File: src/rtl/bsg_activation_pkg.sv
// bsg_activation_pkg: shared fixed-point format constants for activation blocks
package bsg_activation_pkg;
  localparam int frac_in_bits  = 16;
  localparam int frac_out_bits = 14;
  localparam int one_q14       = 16384;
  localparam int neg_one_q14   = -16384;
endpackage

File: src/rtl/bsg_tanh_quantize_fifo.sv
// bsg_tanh_quantize_fifo: els_p-entry FIFO holding {quantized, sat} results
//   clk_i/reset_n_i : clock, synchronous active-low reset
//   data_i/enq_i    : write port (ignored when full)
//   data_o/deq_i    : head entry (zero when empty) and pop (ignored when empty)
//   full_o/empty_o  : occupancy flags
module bsg_tanh_quantize_fifo #(
  parameter int width_p = 17,
  parameter int els_p   = 2
) (
  input  logic               clk_i,
  input  logic               reset_n_i,
  input  logic [width_p-1:0] data_i,
  input  logic               enq_i,
  input  logic               deq_i,
  output logic [width_p-1:0] data_o,
  output logic               full_o,
  output logic               empty_o
);
  localparam int pw = $clog2(els_p);
  localparam int cw = $clog2(els_p + 1);
  logic [width_p-1:0] r_mem [els_p];
  logic [pw-1:0] r_rptr, r_wptr;
  logic [cw-1:0] r_cnt;
  logic w_enq, w_deq;
  assign full_o  = r_cnt == cw'(els_p);
  assign empty_o = r_cnt == '0;
  assign w_enq   = enq_i && !full_o;
  assign w_deq   = deq_i && !empty_o;
  assign data_o  = empty_o ? '0 : r_mem[r_rptr];
  always_ff @(posedge clk_i) begin
    if (!reset_n_i) begin
      r_rptr <= '0;
      r_wptr <= '0;
      r_cnt  <= '0;
    end else begin
      if (w_enq) r_wptr <= (r_wptr == pw'(els_p - 1)) ? '0 : r_wptr + 1'b1;
      if (w_deq) r_rptr <= (r_rptr == pw'(els_p - 1)) ? '0 : r_rptr + 1'b1;
      r_cnt <= r_cnt + cw'(w_enq) - cw'(w_deq);
    end
  end
  // storage needs no reset: empty entries are masked at data_o
  always_ff @(posedge clk_i) begin
    if (w_enq) r_mem[r_wptr] <= data_i;
  end
endmodule

File: src/rtl/bsg_tanh_quantize.sv
// bsg_tanh_quantize: round Q(n).16 tanh result to Q2.14, clamp to [-1,+1], buffer
//   clk_i/reset_n_i      : clock, synchronous active-low reset
//   data_i/v_i/ready_o   : input handshake from the divider
//   data_o/sat_o/v_o/yumi_i : buffered result to the consumer
//   sat_count_o          : saturating count of clamped accepts
//   BSG_TANH_QUANTIZE_SAT_CNT_EN enables the counter; otherwise it reads 0
module bsg_tanh_quantize
  import bsg_activation_pkg::*;
#(
  parameter int in_width_p  = 32,
  parameter int out_width_p = 16,
  parameter int els_p       = 2
) (
  input  logic                   clk_i,
  input  logic                   reset_n_i,
  input  logic [in_width_p-1:0]  data_i,
  input  logic                   v_i,
  output logic                   ready_o,
  output logic [out_width_p-1:0] data_o,
  output logic                   sat_o,
  output logic                   v_o,
  input  logic                   yumi_i,
  output logic [15:0]            sat_count_o
);
  localparam int shift_lp = frac_in_bits - frac_out_bits;
  localparam logic signed [in_width_p:0] half_lp = (in_width_p+1)'(1 << (shift_lp - 1));
  localparam logic signed [in_width_p:0] hi_lp   = (in_width_p+1)'(one_q14);
  localparam logic signed [in_width_p:0] lo_lp   = (in_width_p+1)'(neg_one_q14);
  logic signed [in_width_p:0] w_ext, w_rnd;
  logic [out_width_p-1:0] w_q;
  logic w_hi, w_lo, w_sat, w_full, w_empty, w_enq;
  // one guard bit so the rounding add cannot overflow at max positive input
  assign w_ext = $signed({data_i[in_width_p-1], data_i}) + half_lp;
  assign w_rnd = w_ext >>> shift_lp;
  assign w_hi  = w_rnd > hi_lp;
  assign w_lo  = w_rnd < lo_lp;
  assign w_sat = w_hi || w_lo;
  assign w_q   = w_hi ? out_width_p'(one_q14) : w_lo ? out_width_p'(neg_one_q14) : w_rnd[out_width_p-1:0];
  assign ready_o = !w_full;
  assign v_o     = !w_empty;
  assign w_enq   = v_i && !w_full;
  bsg_tanh_quantize_fifo #(
    .width_p(out_width_p + 1),
    .els_p  (els_p)
  ) u_fifo (
    .clk_i    (clk_i),
    .reset_n_i(reset_n_i),
    .data_i   ({w_q, w_sat}),
    .enq_i    (w_enq),
    .deq_i    (yumi_i && !w_empty),
    .data_o   ({data_o, sat_o}),
    .full_o   (w_full),
    .empty_o  (w_empty)
  );
`ifdef BSG_TANH_QUANTIZE_SAT_CNT_EN
  logic [15:0] r_sat_cnt;
  always_ff @(posedge clk_i) begin
    if (!reset_n_i) r_sat_cnt <= '0;
    else if (w_enq && w_sat && r_sat_cnt != 16'hFFFF) r_sat_cnt <= r_sat_cnt + 16'd1;
  end
  assign sat_count_o = r_sat_cnt;
`else
  assign sat_count_o = '0;
`endif
endmodule

File: config.mk
export PLATFORM = sky130hd
export DESIGN_NAME = bsg_tanh_quantize
export DESIGN_NICKNAME = d
export VERILOG_FILES = /design/src/rtl/bsg_activation_pkg.sv /design/src/rtl/bsg_tanh_quantize_fifo.sv /design/src/rtl/bsg_tanh_quantize.sv
export SDC_FILE = /design/constraint.sdc
export NUM_CORES = 1
export LEC_CHECK = 0
export ABC_AREA = 0
export ABC_CLOCK_PERIOD_IN_PS = 3350
export BUFFER_PORTS_ARGS = -buffer_cell sky130_fd_sc_hd__buf_4
export CAP_MARGIN = 20
export CORE_MARGIN = 1
export CORE_UTILIZATION = 55
export CTS_BUF_LIST = sky130_fd_sc_hd__clkbuf_16
export DETAILED_ROUTE_END_ITERATION = 16
export PLACE_DENSITY = 0.81
export SETUP_SLACK_MARGIN = 0.02
export SLEW_MARGIN = 40
export SYNTH_ARGS = -nofsm -noshare
export SYNTH_HDL_FRONTEND = slang
export SYNTH_HIERARCHICAL = 1
export SYNTH_SLANG_ARGS = --single-unit
File: constraint.sdc
create_clock -name clk_i -period 3.35 [get_ports clk_i]
set_input_delay 0.5025 -clock clk_i [delete_from_list [all_inputs] [get_ports clk_i]]
set_output_delay 0.5025 -clock clk_i [all_outputs]
set_load 0.05 [all_outputs]
## Word level (Yosys, flattened, before mapping)

Memory sizes are Yosys's and may differ from the RTL's. A register that Yosys moved wholly into a read port is not among the register bits.
Cells that the tools add are included.

- Shifts and indexed selects: 0
- Equality and inequality tests: 1
- Bitwise logic cells: 0
- Multiply operators: 0
- Mux-type cells: 9
- Div/mod/pow operators: 0
- Reductions and logical operators: 8
- Order comparisons: 2
- Add/sub/neg operators: 5

Operators by type and width:

| kind | count |
|---|---|
| $add A32 B3 Y33 const B | 1 |
| $mux W16 | 2 |
| $gt A31 B16 Y1 const B | 1 |
| $lt A31 B15 Y1 const B | 1 |
| $mux W17 | 1 |
| $mux W1 | 6 |
| $logic_and A1 B1 Y1 | 4 |
| $add A1 B1 Y1 const B | 2 |
| $add A2 B1 Y2 | 1 |
| $eq A2 B2 Y1 const B | 1 |
| $logic_not A1 Y1 | 2 |
| $logic_not A2 Y1 | 1 |
| $sub A2 B1 Y2 | 1 |
| $logic_or A1 B1 Y1 | 1 |

- Memory bits (writable): 34
- Word-level logic and storage cells: 29
- Register bits after elaboration: 4
- Memories: 1
- Output and inout port bits: 35
- Input port bits: 36
- ROM bits: 0
- Latch bits: 0

Memory list:

| memory | words | bits a word | rd ports | clocked after memory_dff | write ports | RTL line | RTL |
|---|---|---|---|---|---|---|---|
| u_fifo.r_mem | 2 | 17 | 1 | 1 | 1 | bsg_tanh_quantize_fifo.sv:21 | `logic [width_p-1:0] r_mem [els_p];` |

## Longest topological paths before layout

- Word-level depth: 6
- Gate-level depth with buffers: 11

## Modules after synthesis

Netlist, hierarchy kept.

By module, submodules not included:

| module | cells an instance | area an instance (µm²) | sequential area each (µm²) | times used |
|---|---|---|---|---|
| bsg_tanh_quantize_fifo | 100 | 1577.8 | 1121.1 | 1 |
| bsg_tanh_quantize | 216 | 1510.2 | 0.0 | 1 |

## Worst setup path after synthesis

Ideal clock, no wire load.

- Path kind: input-to-reg
- Start: input port data_i[1]
- End: memory u_fifo.r_mem[0][10], data pin
- Data arrival time: 2642 ps
- Data required time: 3203 ps
- Path buffers: 3
- Slack: 562 ps
- Stages on the path: 11
- Cells stage by stage: ha_1 -> and3_1 -> buf_6 -> and4_1 -> buf_6 -> o211ai_4 -> o32a_1 -> a2111oi_4 -> nand4_4 -> buf_6 -> a21oi_2

- Word-level cells in the longest chain between the ends: 4

RTL lines:

| what | RTL line | RTL |
|---|---|---|
| start: declaration | bsg_tanh_quantize.sv:16 | `input logic [in_width_p-1:0] data_i,` |
| $add A32 B3 Y33 * | bsg_tanh_quantize.sv:33 | `assign w_ext = $signed({data_i[in_width_p-1], data_i}) + half_lp;` |
| $lt A31 B15 Y1 | bsg_tanh_quantize.sv:36 | `assign w_lo = w_rnd < lo_lp;` |
| $mux W16 | bsg_tanh_quantize.sv:38 | `assign w_q = w_hi ? out_width_p'(one_q14) : w_lo ? out_width_p'(neg_one_q14) : w_rnd[out_width_p-1:0];` |
| $mux W16 * | bsg_tanh_quantize.sv:38 |  |
| net w_q[9] | bsg_tanh_quantize.sv:30 | `logic [out_width_p-1:0] w_q;` |
| end: declaration | bsg_tanh_quantize_fifo.sv:21 |  |

The timed path passes the listed nets; every way through them passes the cells marked *.

## Worst setup path in the final report

- Start: input port data_i[1]
- End: memory u_fifo.r_mem[1][3], data pin

Same word-level chain as after synthesis.

==> impl_metrics.py <==
metrics = {
    "finish": {
        "fin_cells": 430,
        "syn_to_final_growth_pct": 14.0,
        "layout_common_cells": "buf_4, edfxtp_1, nor2_1",
        "layout-drive-gt1-share_pct": 25.6,
        "fin_nets": 398,
        "antenna_cells": 0,
        "finalInstanceArea_sq_um": 3520,
        "mostFrequentLayoutCell": "buf_4",
    },
    "clock_network": {
        "cts_resized": 0,
        "hold_buffers": 0,
        "cts_buffers": 5,
        "cts_setup_buffers": 0,
        "clk_pin_slew_ns": 0.05,
        "cts.path.max_buffers": 2,
        "root_buffer": "clkbuf_16",
        "htreeDepth": 2,
        "cts_tree": "built",
        "clk_latency_ns": 0.28,
        "clock_sinks": 39,
    },
    "global_route": {
        "antenna_found_initial": 0,
        "grt_max_degree": 18,
        "grt_pass1_wl_um": 10300,
        "grt-ovfl-total": 0,
        "grtUsageTotal_pct": 21.6,
        "grt_pass1_vias": 2274,
    },
    "route": {
        "ant_nets": 0,
        "wl_um": 6160,
        "drt_first_iter_violations": 73,
        "via_per_inst": 5.69,
        "wl_per_cell_um": 14.3,
        "first_pass_iters": 4,
        "drc": 0,
        "vias": 2445,
    },
    "floorplanning": {
        "ioPinCount": 71,
        "die_area_sq_um": 5920,
        "fp.coreArea_sq_um": 5270,
        "rows": 26,
        "start_util_pct": 58.6,
        "die_w_um": 76.9,
        "die_h_um": 76.9,
    },
    "yosys": {
        "synth.area.mux_share_pct": 6.20,
        "synth_top_family_by_area": "simple AND/OR/NAND/NOR gates",
        "synth.avg_cell_area_sq_um": 9.77,
        "synth-simple-area-share_pct": 25.4,
        "synth_ff_type": "edfxtp_1",
        "synth_compound_area_share_pct": 13.8,
        "ys_ff_latch": 39,
        "synth_edf_count": 34,
        "synth_cells": 316,
        "synthAdderAreaFrac_pct": 1.22,
        "synthesis.area_sq_um": 3090,
        "async_flop_share_pct": 0,
        "synth_xor_area_share_pct": 5.96,
        "ys_seq_area_share_pct": 36.3,
        "synth_cell_types": 63,
        "ys_warn_count": 6,
    },
    "worst_setup_path": {
        "worst_path_max_delay_cell": "a2111oi_4",
        "cp.required_ns": 3.46,
        "path_class": "in2reg",
        "critPathArrivalTime_ns": 2.88,
        "r2r_slack_ns": 1.26,
        "end_kind": "flip-flop",
        "r2r-start": "u_fifo/r_cnt[1]",
        "cpPeakStageDelay_ns": 0.45,
        "critPathTopFamily": "compound AO/OA/AOI/OAI gates",
        "cp_max_fo": 10,
        "crit_buf_inv": 2,
        "cpMostUsedCell": "buf_4",
        "path_cells": "buf_4 -> ha_1 -> and3_1 -> and4_1 -> o211ai_4 -> o32a_1 -> a2111oi_4 -> nand4_4 -> buf_4 -> a21oi_1",
        "r2r-end": "u_fifo/r_cnt[1]",
        "reg2reg_depth": 10,
        "startpoint_type": "input pin",
    },
    "run": {
        "max_cap_violations": 0,
    },
    "timing": {
        "period_needed_ns": 2.77,
        "worst_clock_skew_ns": 0.00358,
        "fmax_mhz": 361,
        "drv_slew": 0,
        "tightestPinTransition_ns": 0.753,
        "slew_headroom_pct": 49.8,
        "period_share_pct": 82.7,
        "rsz0062_at_grt": "false",
        "fin_ws_ns": 0.579,
        "setup_viol": 0,
        "finalSetupTns_ns": 0,
        "hold_violations": 0,
    },
    "power": {
        "leakage_nw": 1.27,
        "pwr_density_cell_nw_per_um2": 634,
        "irDropWorstVdd_v": 0.000437,
    },
    "hold_path": {
        "hold_depth": 2,
        "hold_start": "u_fifo/r_rptr",
        "holdPathEnd": "u_fifo/r_rptr",
        "hold_class": "reg2reg",
    },
    "place": {
        "dpl.hpwl_um": 4780,
        "place.gp.congestion": 0.852,
        "io_buffers": 53,
        "dp_cells": 422,
        "placed_area_sq_um": 3380,
        "dp_slack_ns": 0.306,
    },
    "status": {
        "status": "finished clean",
    },
}
cells in the mapped netlist, types with 2 or more instances:
cell type,instances,area [sq um]
nor4_1,4,25.0
nor3_1,7,35.0
or4_1,2,15.0
and2_1,5,31.3
xnor2_1,12,105
a21oi_1,5,25.0
o21ai_1,3,15.0
a31oi_1,3,18.8
nor2b_4,2,27.5
nand4_1,11,68.8
nand4_4,2,42.5
nand2b_1,2,12.5
dfxtp_1,5,100
buf_6,6,67.6
o21ai_0,3,15.0
nor3b_1,2,15.0
xor2_1,9,78.8
o31ai_1,3,22.5
o211ai_1,2,15.0
mux2i_1,18,180
nor2_1,29,109
nor2b_1,2,12.5
ha_1,3,37.5
nand2_1,19,71.3
buf_2,4,20.0
edfxtp_1,34,1020
clkbuf_1,2,7.51
buf_4,24,180
nand3_1,15,75.1
or3_1,6,37.5
and4_1,8,70.1
o32a_1,3,30.0
inv_1,9,33.8
a21oi_2,10,87.6
clkbuf_2,2,10.0
and3_1,9,56.3
a211oi_1,2,15.0
and3b_1,2,17.5
o2bb2ai_1,2,17.5
nand4b_1,2,17.5
logic make-up (layout without fill, tap and decap cells):
logic type      count (synthesis)  after routing
simple gates                  134            134
compound gates                 51             51
buf+inv                        48             77
flops                          39             39
xor+xnor                       21             21
mux                            19             19
fa+ha+maj                       3              3
other cells                     1             16
state kept, by name, summed over array words and instances (netlist names), named ones only:
name and flops:
u_fifo/r_wptr 1, u_fifo/r_mem 34, u_fifo/r_rptr 1, u_fifo/r_cnt 2
per-stage QoR:
| stage | utilization [%] | total power [mW] | hold WS [ns] |
|---|---|---|---|
| after floorplan | - | 1.56 | 0.448 |
| after global placement | 64.1 | 1.78 | 0.457 |
| after detailed placement | 64.1 | 1.81 | 0.467 |
| after CTS | 66.8 | 2.25 | 0.475 |
| after global routing | 66.8 | 2.34 | 0.499 |
| final | 66.8 | 2.23 | 0.474 |
metal layers:
layer / global-route usage, % / vias to the layer above / wire (um)
met3: 1.90 / 8 / 226
met4: 7.50 / 0 / 88
met2: 38.8 / 70 / 3140
li1: - / 1229 / -
met1: 26.8 / 1138 / 2700
met5: 0 / - / 0
worst max path at each step:
stage               startpoint                  end  slack (ns)  cells past startpoint
floorplan            data_i[1]  u_fifo/r_mem[0][10]        0.56                     11
global placement     data_i[3]   u_fifo/r_mem[1][3]        0.38                      9
detailed placement   data_i[1]   u_fifo/r_mem[1][3]        0.31                     10
CTS                  data_i[1]   u_fifo/r_mem[1][3]        0.60                     10
global route         data_i[3]   u_fifo/r_mem[1][1]        0.45                      9
finish               data_i[1]   u_fifo/r_mem[1][3]        0.58                     10
layout make-up:
class	count	area, sq um
clock buffers	5	125
clock inverters	3	16.3
fillers	431	1750
inverters	9	33.8
multi-input cells	244	1680
flip-flops and latches	39	1120
well taps	70	87.6
repair buffers	60	450
power by group:
group / internal (mW) / switching, mW / total [mW]
Combinational: 0.329 / 0.730 / 1.06
Sequential: 0.670 / 0.0626 / 0.733
Clock: 0.271 / 0.168 / 0.439
Total: 1.27 / 0.961 / 2.23
worst register-to-register path: stages (launching register included):
cell     delay [ns]
dfxtp_1        0.34
nor2_2         0.25
buf_4          0.27
nor2b_1        0.09
nor2b_4        0.14
ha_1           0.28
inv_1          0.04
ha_1           0.18
xor2_1         0.15
nor2_1         0.09
and3b_1        0.17
Power figures use the tool's default switching activity.
